**src/rtl/acl_spi_slot.sv**
```systemverilog
// MMIO SPI master slot: software sets divider/mode/slave select, writes a byte,
// and the slot shifts it out MSB-first while capturing eight bits from MISO.
module acl_spi_slot #(
  parameter int          S        = 1,
  parameter logic [15:0] DVSR_RST = 16'd49
) (
  input  logic         clk,
  input  logic         reset_n,
  input  logic         cs,
  input  logic         read,
  input  logic         write,
  input  logic [4:0]   addr,
  input  logic [31:0]  wr_data,
  output logic [31:0]  rd_data,
  output logic         spi_sclk,
  output logic         spi_mosi,
  input  logic         spi_miso,
  output logic [S-1:0] spi_ss_n
);

  typedef enum logic [1:0] {IDLE, CPHA_DLY, P0, P1} state_t;

  state_t       state;
  logic [15:0]  dvsr;
  logic [15:0]  half_cnt;
  logic         cpol;
  logic         cpha;
  logic [7:0]   tx_sh;
  logic [7:0]   rx_sh;
  logic [7:0]   rx_byte;
  logic [2:0]   bit_cnt;
  logic [S-1:0] ss_n;
  logic         sclk;
  logic         wr_en;
  logic         half_done;
  logic         ready;

  assign wr_en     = cs & write;
  assign half_done = (half_cnt == dvsr);
  assign ready     = (state == IDLE);

  // Reads carry no side effects, so the strobe and the upper data bits go unused.
  logic unused_bits;
  assign unused_bits = ^{read, wr_data[31:18]};

  always_ff @(posedge clk or negedge reset_n) begin
    if (!reset_n) begin
      dvsr <= DVSR_RST;
      cpol <= 1'b0;
      cpha <= 1'b0;
      ss_n <= '1;
    end else begin
      if (wr_en && addr == 5'd1)
        ss_n <= wr_data[S-1:0];
      if (wr_en && addr == 5'd3 && ready) begin
        dvsr <= wr_data[15:0];
        cpol <= wr_data[16];
        cpha <= wr_data[17];
      end
    end
  end

  // sclk is loaded together with the state it belongs to, so it is a clean flop output.
  always_ff @(posedge clk or negedge reset_n) begin
    if (!reset_n) begin
      state    <= IDLE;
      half_cnt <= 16'd0;
      bit_cnt  <= 3'd0;
      tx_sh    <= 8'd0;
      rx_sh    <= 8'd0;
      rx_byte  <= 8'd0;
      sclk     <= 1'b0;
    end else begin
      case (state)
        IDLE: begin
          if (wr_en && addr == 5'd2) begin
            tx_sh    <= wr_data[7:0];
            bit_cnt  <= 3'd0;
            half_cnt <= 16'd0;
            sclk     <= cpol;
            state    <= cpha ? CPHA_DLY : P0;
          end else if (wr_en && addr == 5'd3) begin
            sclk <= wr_data[16];
          end else begin
            sclk <= cpol;
          end
        end
        CPHA_DLY: begin
          if (half_done) begin
            half_cnt <= 16'd0;
            sclk     <= ~cpol;
            state    <= P0;
          end else begin
            half_cnt <= half_cnt + 16'd1;
          end
        end
        P0: begin
          if (half_done) begin
            half_cnt <= 16'd0;
            rx_sh    <= {rx_sh[6:0], spi_miso};
            sclk     <= cpol ^ ~cpha;
            state    <= P1;
          end else begin
            half_cnt <= half_cnt + 16'd1;
          end
        end
        P1: begin
          if (half_done) begin
            half_cnt <= 16'd0;
            if (bit_cnt == 3'd7) begin
              rx_byte <= rx_sh;
              sclk    <= cpol;
              state   <= IDLE;
            end else begin
              tx_sh   <= {tx_sh[6:0], 1'b0};
              bit_cnt <= bit_cnt + 3'd1;
              sclk    <= cpol ^ cpha;
              state   <= P0;
            end
          end else begin
            half_cnt <= half_cnt + 16'd1;
          end
        end
        default: state <= IDLE;
      endcase
    end
  end

  always_comb begin
    rd_data = 32'd0;
    case (addr)
      5'd0:    rd_data = {23'd0, ready, rx_byte};
      5'd1:    rd_data[S-1:0] = ss_n;
      5'd3:    rd_data = {14'd0, cpha, cpol, dvsr};
      default: rd_data = 32'd0;
    endcase
  end

  assign spi_sclk = sclk;
  assign spi_mosi = tx_sh[7];
  assign spi_ss_n = ss_n;

endmodule

```
**config.mk**
```make
export PLATFORM = sky130hd
export DESIGN_NAME = acl_spi_slot
export DESIGN_NICKNAME = d
export VERILOG_FILES = /design/src/rtl/acl_spi_slot.sv
export SDC_FILE = /design/constraint.sdc
export NUM_CORES = 1
export LEC_CHECK = 0
export BUFFER_PORTS_ARGS = -buffer_cell sky130_fd_sc_hd__buf_2
export CORE_MARGIN = 2
export CORE_UTILIZATION = 40
export CTS_CLUSTER_DIAMETER = 200
export CTS_CLUSTER_SIZE = 28
export DETAILED_ROUTE_END_ITERATION = 12
export GPL_ROUTABILITY_DRIVEN = 0
export PLACE_DENSITY = 0.7
export SLEW_MARGIN = 20
export SYNTH_ARGS = -nofsm -noshare
export SYNTH_HDL_FRONTEND = slang
export SYNTH_SLANG_ARGS = --single-unit
```
**constraint.sdc**
```tcl
create_clock -name clk -period 2.95 [get_ports clk]
set_clock_uncertainty 0.15 [all_clocks]
set_input_delay 0.4425 -clock clk [delete_from_list [all_inputs] [get_ports clk]]
set_output_delay 0.4425 -clock clk [all_outputs]
set_load 0.1 [all_outputs]
```
## Yosys cells after proc, flatten, opt, wreduce, memory -nomap -nowiden

Index checks and enable logic that the tools add are counted.

| word-level totals | value |
|---|---|
| register bits | 65 |
| logic and storage cells | 71 |

| operators by class | value |
|---|---|
| add/subtract/negate cells | 2 |
| equality and inequality tests | 13 |
| muxes and demuxes | 27 |
| bitwise operators | 5 |
| reduce and logical (&&, ||, !) cells | 13 |

Operators with widths:

| operator | number |
|---|---|
| 17-bit one-hot mux with 2 select lines | 1 |
| 16-bit two-way mux | 2 |
| 16-bit one-hot mux with 2 select lines | 1 |
| 8-bit two-way mux | 3 |
| 16-bit by 1-bit adder with 16-bit output (second input constant) | 1 |
| 16-bit equality test | 1 |
| 8-bit one-hot mux with 2 select lines | 1 |
| 2-bit two-way mux | 6 |
| 5-bit by 2-bit equality test with 1-bit output (second input constant) | 2 |
| 3-bit two-way mux | 3 |
| 2-bit != test (second input constant) | 4 |
| 2-bit one-hot mux with 4 select lines | 1 |
| 4-bit AND reduction | 2 |
| 1-bit two-way mux | 6 |
| 3-bit one-hot mux with 2 select lines | 1 |
| 3-bit AND reduction | 2 |
| 5-bit by 1-bit equality test with 1-bit output (second input constant) | 1 |
| 5-bit logical NOT | 1 |
| 2-bit equality test (second input constant) | 2 |
| 1-bit logical AND | 4 |
| 1-bit one-hot mux with 4 select lines | 1 |
| 3-bit by 1-bit adder with 3-bit output (second input constant) | 1 |
| 3-bit equality test (second input constant) | 1 |
| 1-bit one-hot mux with 3 select lines | 1 |
| 9 further kinds | 11 |

## Depth between registers and ports, before layout

Gate-level depths: netlist of the first run.

| logic depth | value |
|---|---|
| word-level depth | 5 |
| mapped depth | 8 |
| depth with buffers taken out | 7 |

## Worst setup path before layout of the first run

No wires, ideal clock.

| timing path | value |
|---|---|
| kind | input to output |
| from | input port addr[3] |
| to | output port rd_data[17] |
| arrival | 3084 ps |
| required time | 2358 ps |
| slack | -726 ps |
| stages | 2 |
| cell sequence | or4b_4 > nor3_1 |

| on the way | value |
|---|---|
| cells in the longest elaborated chain, start to end | 2 |
| elaborated cells between the ends (all ways) | 3 |

Ends and longest elaborated chain:

| element | RTL line | RTL |
|---|---|---|
| from (decl) | 12 | `input logic [4:0] addr,` |
| 5-bit by 2-bit equality test with 1-bit output / 5-bit logical NOT (equally long branches) | 131 | `case (addr)` |
| 17-bit one-hot mux with 2 select lines (*) | 131 |  |
| to (decl) | 14 | `output logic [31:0] rd_data,` |

Every way passes the cells marked *; elsewhere a longest branch is shown, timed or not.

## Worst setup path after layout of the first run

| timing path | value |
|---|---|
| from | input port addr[3] |
| to | output port rd_data[10] |

The elaborated chain is that of the path after synthesis.

==> results of run 1 <==
cell type report:
cell class	count	area [µm²]	share of cell area
Tap cell	108	135.1	0.03243
Multi-Input combinational cell	237	1735	0.4165
Inverter	12	45.04	0.01081
Timing Repair Buffer	58	437.9	0.1051
Clock buffer	13	168.9	0.04054
Sequential cell	65	1632	0.3916
Clock inverter	2	12.51	0.003003
what timing repair did:
item | in CTS | in global routing
hold buffers | 1 | 0
hold endpoints to repair | 6 | 0
setup buffers | 0 | 0
through the flow:
| step | cells | total power [W] | area (µm²) | setup slack, ps | utilization |
|---|---|---|---|---|---|
| 6_report | 495 | 0.003038 | 4167 | 352.1 | 0.4825 |
| 5_1_grt | 495 | 0.003240 | 4167 | 286.6 | 0.4825 |
| 4_1_cts | 495 | 0.003055 | 4167 | 340.0 | 0.4825 |
| 3_5_place_dp | 479 | 0.002358 | 3975 | 339.7 | 0.4603 |
| 3_3_place_gp | 479 | 0.002321 | 3975 | 351.4 | 0.4603 |
| 2_1_floorplan | 343 | 0.002089 | 3596 | 134.6 | - |
logic make-up after synthesis:
group                    count (synthesis)  share of synthesized area
buffers and inverters                   41                    0.06468
other                                    1                   0.001059
adder cells (fa/ha/maj)                  3                    0.01061
flip-flops                              65                     0.4609
AND/OR/NAND/NOR                        113                     0.1796
multiplexers                            46                     0.1456
XOR/XNOR                                16                    0.03959
AO/OA/AOI/OAI                           45                    0.09791
power breakdown:
group / internal (W) / switching, W
sequential: 0.00106 / 0.000197
combinational: 0.000394 / 0.000696
clock: 0.000368 / 0.000320
total: 0.00182 / 0.00121
synthesized netlist by cell type, types with 3 or more instances:
library cell,number
a211oi_1,3
a22o_1,8
a31oi_1,7
and2_1,10
and4_1,3
buf_2,3
buf_4,15
clkbuf_1,9
dfrtp_1,61
dfstp_2,4
ha_1,3
inv_1,12
mux2_2,44
nand2_1,21
nand2b_1,3
nand3_1,14
nand4_1,14
nor2_1,25
nor3_1,4
nor4_1,4
o211ai_1,6
o21ai_0,4
o22ai_1,7
o311ai_0,6
xor2_1,16
per-layer routing:
| metal | GRT usage | routed length [µm] | vias up |
|---|---|---|---|
| li1 | - | - | 1281 |
| met1 | 0.2182 | 3281 | 1304 |
| met2 | 0.2624 | 3637 | 83 |
| met3 | 0.04581 | 399 | 11 |
| met4 | 0.06410 | 125 | 0 |
| met5 | 0 | 0 | - |
flip-flops by register name (all words and copies together) (netlist names):
register / flops
bit_cnt: 3
cpha: 1
cpol: 1
dvsr: 16
half_cnt: 16
rx_byte: 8
rx_sh: 8
spi_sclk: 1
spi_ss_n: 1
state: 2
tx_sh: 8
worst paths after layout:
path	from	endpoint	slack, ps	cells after the start
worst max-delay path	addr[3]	rd_data[10]	350	5
worst min-delay path	wr_data[15]	dvsr[15]	180	2
worst max register to register	half_cnt[2]	tx_sh[6]	450	5
worst min register to register	rx_byte[0]	rx_byte[0]	360	1
max in group asynchronous	reset_n	spi_ss_n	1660	3
min in group asynchronous	reset_n	tx_sh[6]	320	2
worst max-delay path: stages:
cell and delay (ps):
buf_2 100, or4b_4 590, nor2_8 250, and2_1 180, buf_2 420
==> impl_metrics.toml, run 1 <==
[clocking]
path_clk_slew_ps = 70
clk_latency_ps = 340
tritoncts = "yes"
ctsResizeCount = 0
cts_htree_levels = 3
cts_buffer_depth = 2
clock_sinks = 65
cts_buffers = 9
cts_root_buffer = "clkbuf_8"

[synth]
synth_edf_count = 0
synthTopCellsByArea = "dfrtp_1 43%, mux2_2 14%, xor2_1 4.0%"
ys_warn_count = 0
synth_cells = 330
synth_ff_type = "dfrtp_1"
yosys.area.top_type = "dfrtp_1"
synth_top_area_frac = 0.4312
synthDistinctLibCells = 42
syn_avg_cell_area_um2 = 10.73
yosys_register_bits = 65
ys_seq_area_frac = 0.4609
async_reset_ff_frac = 1.000
syn-cell-area_mm2 = 0.003540

[timing]
tns_ps = 0
finalCriticalPeriod_ps = 2598
period_share = 0.8807
slew-limit-headroom = 0.6467
worstMarginPinSlew_ps = 528.6
fin_hold_ws_ps = 182.3
finalSetupViolations = 0
grt_setup_unrepaired = "false"
hold_viol = 0
maxSlewViolCount = 0
fmax_mhz = 384.9

[worst_hold_path]
min_path_type = "primary input to register"

[power_and_ir_drop]
power.density_mw_per_mm2 = 729.2
vdd_drop_max_mv = 0.4435
power_leakage_nw = 1.932

[detailed_routing]
vias = 2679
vias_per_cell = 5.412
drcViolationCount = 0
wl_um = 7443
drt.antenna.violating_nets = 0
dr.pass1.iters = 4
avgRoutedWirePerCell_um = 15.04
drtIter0Drc = 250

[final_layout]
area_growth_pct = 17.71
layout-drive-gt1-share = 0.3333
layout_commonest_cell = "dfrtp_1"
diodes = 0
nets = 429
final_cell_mix = "61 x dfrtp_1, 44 x mux2_2, 40 x buf_2, 24 x nor2_1, 21 x nand2_1"
fillers = 762

[die]
die-area_mm2 = 0.009618
die_w_um = 98.07
initial_core_util = 0.4099
core_area_mm2 = 0.008636
io_pins = 78
die_y_um = 98.07
rows = 34

[placed_design]
hpwl_um = 5401
port_buffers = 48

[outcome]
status = "complete, no violations"

[global_routing]
grt_pass1_vias = 2685
grt_usage = 0.1662
grt_pass1_wl_um = 12830
grt_start_max_net_pins = 34
grt-ovfl-total = 0
antenna_found_initial = 0

[setup_path]
crit_required_ps = 2360
cp_max_fo = 17
cp-start-kind = "primary input"
end_kind = "output port"
cp.arrival_ps = 2010
critPathKind = "primary input to output port"

[run]
cap_violations = 0
(Power assumes the default switching activity.)
==> run 2: changes to the inputs <==
- CORE_UTILIZATION: 40 -> 31
- PLACE_DENSITY: 0.7 -> 0.59
==> run 2 against run 1 <==
  * Global-route usage down 3.0 points
  * Wire length is 6.8% higher
  * Critical path depth unchanged
  * Flip-flop and latch count is the same
  * First-iteration DRC count shrank 7.6%
  * Maximum frequency decreased by 0.12%
  * Setup slack got worse by 3.2 ps
  * Cell count up 6.9%
==> impl_metrics.toml, run 2 (same netlist as run 1, synthesis figures left out) <==
[outcome]
status = "complete, no violations"

[timing]
finalSetupViolations = 0
grt_setup_unrepaired = "false"
tns_ps = 0
finalCriticalPeriod_ps = 2601
hold_viol = 0
maxSlewViolCount = 0
worstMarginPinSlew_ps = 667.9
slew-limit-headroom = 0.5537
finalWorstSetupSlack_ps = 348.9
fmax_mhz = 384.5
period_share = 0.8817

[global_routing]
grt_usage = 0.1366
grt_pass1_vias = 2735
antenna_found_initial = 0
grt-ovfl-total = 0
grt_start_max_net_pins = 44
grt_pass1_wl_um = 13730

[detailed_routing]
vias = 2689
vias_per_cell = 5.083
avgRoutedWirePerCell_um = 15.02
drtIter0Drc = 231
drcViolationCount = 0
wl_um = 7947
drt.antenna.violating_nets = 0
dr.pass1.iters = 5

[final_layout]
area_growth_pct = 25.34
reg_top3 = "dvsr x16, half_cnt x16"
final_cell_mix = "61 x dfrtp_1, 44 x mux2_2, 34 x buf_2, 24 x nor2_1, 21 x nand2_1"
nets = 427
final_util = 0.3936
layout-drive-gt1-share = 0.3342
fillers = 1071
layout_commonest_cell = "dfrtp_1"
fin_cells = 529
final_area_mm2 = 0.004437
diodes = 0

[die]
die_w_um = 110.9
initial_core_util = 0.3140
die-area_mm2 = 0.01229
io_pins = 78
rows = 39
core_area_mm2 = 0.01127
die_y_um = 110.9

[clocking]
tritoncts = "yes"
cts_root_buffer = "clkbuf_16"
cts_buffer_depth = 2
path_clk_slew_ps = 60
ctsResizeCount = 0
clock_sinks = 65
cts_buffers = 9
clk_latency_ps = 330
cts_htree_levels = 3

[setup_path]
end_kind = "output port"
critPathKind = "primary input to output port"
cp_common_cell = "buf_2"
cp_cell_sequence = "buf_2 > or4b_4 > nor2_8 > and2_1 > buf_2"
crit_required_ps = 2360
critical_path.startpoint = "addr[3]"
crit_family = "simple AND/OR/NAND/NOR gates"
cp_max_fo = 17
r2r-start = "dvsr[0]"
crit_buf_inv = 2
cp_slowest_cell = "or4b_4"
cp-start-kind = "primary input"
cp.arrival_ps = 2010
cp_slowest_stage_delay_ps = 590

[worst_hold_path]
min-delay-start = "spi_miso"
min_path_type = "primary input to register"

[power_and_ir_drop]
vdd_drop_max_mv = 0.3678
power.density_mw_per_mm2 = 788.7
power_leakage_nw = 2.007

[placed_design]
dp_worst_setup_slack_ps = 324.5
port_buffers = 48
dpl.cell_count = 512
dpl-instance-area_mm2 = 0.004106
hpwl_um = 5632

[run]
cap_violations = 0
==> run 2: final timing paths <==
check	endpoint	slack (ps)	depth (start not counted)
setup / recovery	rd_data[14]	350	5
hold / removal	rx_sh[0]	190	2
setup reg to reg	tx_sh[4]	350	5
hold reg to reg	tx_sh[5]	360	1
max in group asynchronous	dvsr[0]	1480	3
min in group asynchronous	tx_sh[5]	490	2
==> run 2: layer usage <==
layer	vias to the layer above	routed length, µm	track usage	part of all wire
met5	-	0	0	0
met4	0	102	0.05917	0.013
met3	10	263	0.01586	0.033
met2	61	3923	0.2204	0.49
met1	1336	3657	0.1860	0.46
li1	1282	-	-	-
==> run 2: power breakdown <==
| group | switching [W] | total, W | leakage, nW | internal (W) |
|---|---|---|---|---|
| Combinational | 0.000709 | 0.00110 | 1.01 | 0.000386 |
| Sequential | 0.000199 | 0.00126 | 0.841 | 0.00106 |
| Clock | 0.000403 | 0.00114 | 0.155 | 0.000739 |
==> run 2: worst register-to-register path, cell delays in order (launching register included) <==
cell     delay, ps
dfstp_2        570
xor2_1         100
nor4_1         420
nand4_1        290
o31ai_4        550
mux2_2         400
==> run 2: layout make-up <==
type                       count  area, µm²  area share
inverter                      12      45.04     0.01015
clock buffer                   9      225.2     0.05076
multi-input combinational    237       1735      0.3911
timing repair buffer          56      525.5      0.1184
sequential                    65       1632      0.3677
tap                          143      178.9     0.04033
clock inverter                 7      95.09     0.02143
==> run 2: repair_timing <==
item	4_1_cts	5_1_grt
setup buffers	0	0
endpoints found under the hold margin	22	0
hold buffers	1	0
==> run 2: through the flow <==
stage	hold slack, ps	power (W)
floorplan	-3.091	0.002089
global placement	309.6	0.002327
detailed placement	306.3	0.002361
CTS	187.4	0.003513
global route	195.2	0.003682
finish	191.4	0.003499
==> run 3: changes to the inputs <==
- ABC_AREA: not set -> 1
- PLACE_DENSITY: 0.59 -> 0.58
==> run 3 against run 2 <==
  * Combinational power is 85% lower
  * Via count is 18% higher
  * Synthesized area is 3.0% higher
  * Sequential power is 29% lower
  * Non-clock buffer count is 4 lower
  * Power is 34% lower
  * Die area is 2.9% higher
  * Critical path depth stayed put
  * Sequential share of layout area is 0.76 points higher
  * Clock power is 11% higher
  * Worst hold slack worse by 170 ps
  * Critical path type unchanged
  * Critical endpoint is now rd_data[8]
  * Largest cell class is now registers
  * Largest power group is now the clock network
  * Highest routed layer unchanged
==> impl_metrics.toml, run 3 <==
[detailed_routing]
drt.antenna.violating_nets = 0
dr.pass1.iters = 4
drcViolationCount = 0
wl_met3_um = 329
vias = 3161
vias_per_cell = 4.649
avgRoutedWirePerCell_um = 12.81
top_layer = "met4"
drtIter0Drc = 126
wl_um = 8709
wl_met2_um = 4022
met1_length_um = 4210

[timing]
maxSlewViolCount = 0
finalSetupViolations = 0
slew-limit-headroom = 0.5039
grt_setup_unrepaired = "false"
finalWorstSetupSlack_ps = 433.8
fmax_mhz = 397.4
worstMarginPinSlew_ps = 744.2
period_share = 0.8529
hold_viol = 0
finalCriticalPeriod_ps = 2516

[global_routing]
grt_pass1_wl_um = 14860
grt_start_max_net_pins = 37
antenna_found_initial = 0
grt-ovfl-total = 0
grt_pass1_vias = 3071
grt_usage = 0.1474

[final_layout]
multi_input_area_mm2 = 0.001615
reg_top3 = "dvsr x16, half_cnt x16"
nets = 578
area_growth_pct = 19.22
layout_commonest_cell = "nand2_1"
fillers = 1156
diodes = 0
seq_area_mm2 = 0.001632
layout-drive-gt1-share = 0.2123
final_area_mm2 = 0.004347
final_cell_mix = "146 x nand2_1, 61 x dfrtp_1, 55 x inv_1, 48 x buf_2, 34 x nor2_1"

[outcome]
status = "complete, no violations"

[setup_path]
crit_required_ps = 2360
rr_endpoint = "tx_sh[3]"
cp-start-kind = "primary input"
r2r-start = "bit_cnt[0]"
cp_max_fo = 9
critPathKind = "primary input to output port"
rr_worst_depth = 7
worst-r2r-setup-slack_ps = 890
end_kind = "output port"
cp.arrival_ps = 1920

[synth]
ys_seq_area_frac = 0.4475
synth_ff_type = "dfrtp_1"
synthMostInstantiatedCell = "nand2_1"
synth_edf_count = 0
syn-cell-area_mm2 = 0.003646
synthDistinctLibCells = 31
yosys_register_bits = 65
synthTopCellsByArea = "dfrtp_1 42%, nand2_1 15%, inv_1 5.7%"
synth_top_area_frac = 0.4187
syn_avg_cell_area_um2 = 7.580
ys_top_cells_by_count = "146 x nand2_1, 61 x dfrtp_1, 55 x inv_1, 34 x nor2_1, 24 x o21ai_0"
ys_warn_count = 0
async_reset_ff_frac = 1.000
synth_cells = 481
yosys.area.top_type = "dfrtp_1"

[placed_design]
hpwl_um = 6248
dp_worst_setup_slack_ps = 440.3
port_buffers = 48
dpl-instance-area_mm2 = 0.003995

[clocking]
clk_latency_ps = 330
tritoncts = "yes"
cts_buffer_depth = 2
cts_buffers = 9
cts_hold_buf = 0
cts_htree_levels = 3
ctsResizeCount = 0
clock_sinks = 65
cts_root_buffer = "clkbuf_16"
path_clk_slew_ps = 50
post-cts-setup-buffers = 0

[die]
io_pins = 78
rows = 39
initial_core_util = 0.3179
die_w_um = 112.5
die_y_um = 112.5
core_area_mm2 = 0.01147
die-area_mm2 = 0.01265

[worst_hold_path]
min_path_type = "primary input to async pin"

[power_and_ir_drop]
power_leakage_nw = 2.171
power.density_mw_per_mm2 = 535.0
vdd_drop_max_mv = 0.3498

[run]
cap_violations = 0
[run 3: cell count changes after synthesis, moves of 10 or more]
cell / delta
o21ai_2: +10
nand2_1: +125
inv_2: +18
o21ai_0: +20
and2_1: -10
mux2_2: -44
o21ai_1: +15
inv_1: +43
o22ai_1: +12
[run 3: kinds of logic (layout without fill, tap and decap cells)]
family | Yosys count | after routing | share of synthesized area
and+or+nand+nor | 228 | 228 | 0.2708
buffers and inverters | 100 | 143 | 0.1263
other | 1 | 14 | 0.001029
adders and majority gates | 3 | 3 | 0.01030
AOI/OAI and AO/OA | 74 | 74 | 0.1201
DFF | 65 | 65 | 0.4475
xor gates and xnor gates | 10 | 10 | 0.02402
[run 3: area by class of cell]
| cell class | instances | area share |
|---|---|---|
| flip-flops and latches | 65 | 0.3754 |
| multi-input cells | 329 | 0.3716 |
| inverters | 75 | 0.06592 |
| repair buffers | 52 | 0.06505 |
| clock buffers | 10 | 0.05498 |
| well taps | 143 | 0.04116 |
| clock inverters | 6 | 0.02591 |
[run 3: through the flow]
step | instances | util | total power, W | setup TNS [ps] | hold WS, ps
after detailed placement | 664 | 0.3484 | 0.001083 | 0 | 313.2
final | 680 | 0.3791 | 0.002325 | 0 | 21.87
after global routing | 680 | 0.3791 | 0.002398 | 0 | 81.95
after floorplan | 494 | - | 0.001047 | -175.9 | -3.091
after global placement | 664 | 0.3484 | 0.001082 | 0 | 303.3
after CTS | 680 | 0.3791 | 0.002351 | 0 | 46.82
[run 3: worst max path at each step]
stage	start	to	slack (ps)
final	addr[3]	rd_data[8]	430
after global routing	addr[4]	rd_data[6]	290
after CTS	addr[3]	rd_data[7]	440
after detailed placement	addr[3]	rd_data[7]	440
after global placement	addr[3]	rd_data[8]	440
after floorplan	addr[3]	rd_data[1]	-30
[run 3: metal layers]
metal / up-vias / GRT usage
li1: 1614 / -
met1: 1475 / 0.1966
met2: 60 / 0.2325
met3: 12 / 0.03834
met4: 0 / 0.05285
met5: - / 0
[run 3: power breakdown]
| part | internal [W] | total, W | switching, W |
|---|---|---|---|
| sequential | 0.000895 | 0.000896 | 0.00000107 |
| clock | 0.000853 | 0.00126 | 0.000408 |
| combinational | 0.0000229 | 0.000169 | 0.000146 |
[run 3: critical path, cell delays in order]
cell and delay [ps]:
buf_2 100, nor2_2 200, nand3_1 380, o22ai_1 310
buf_2 470
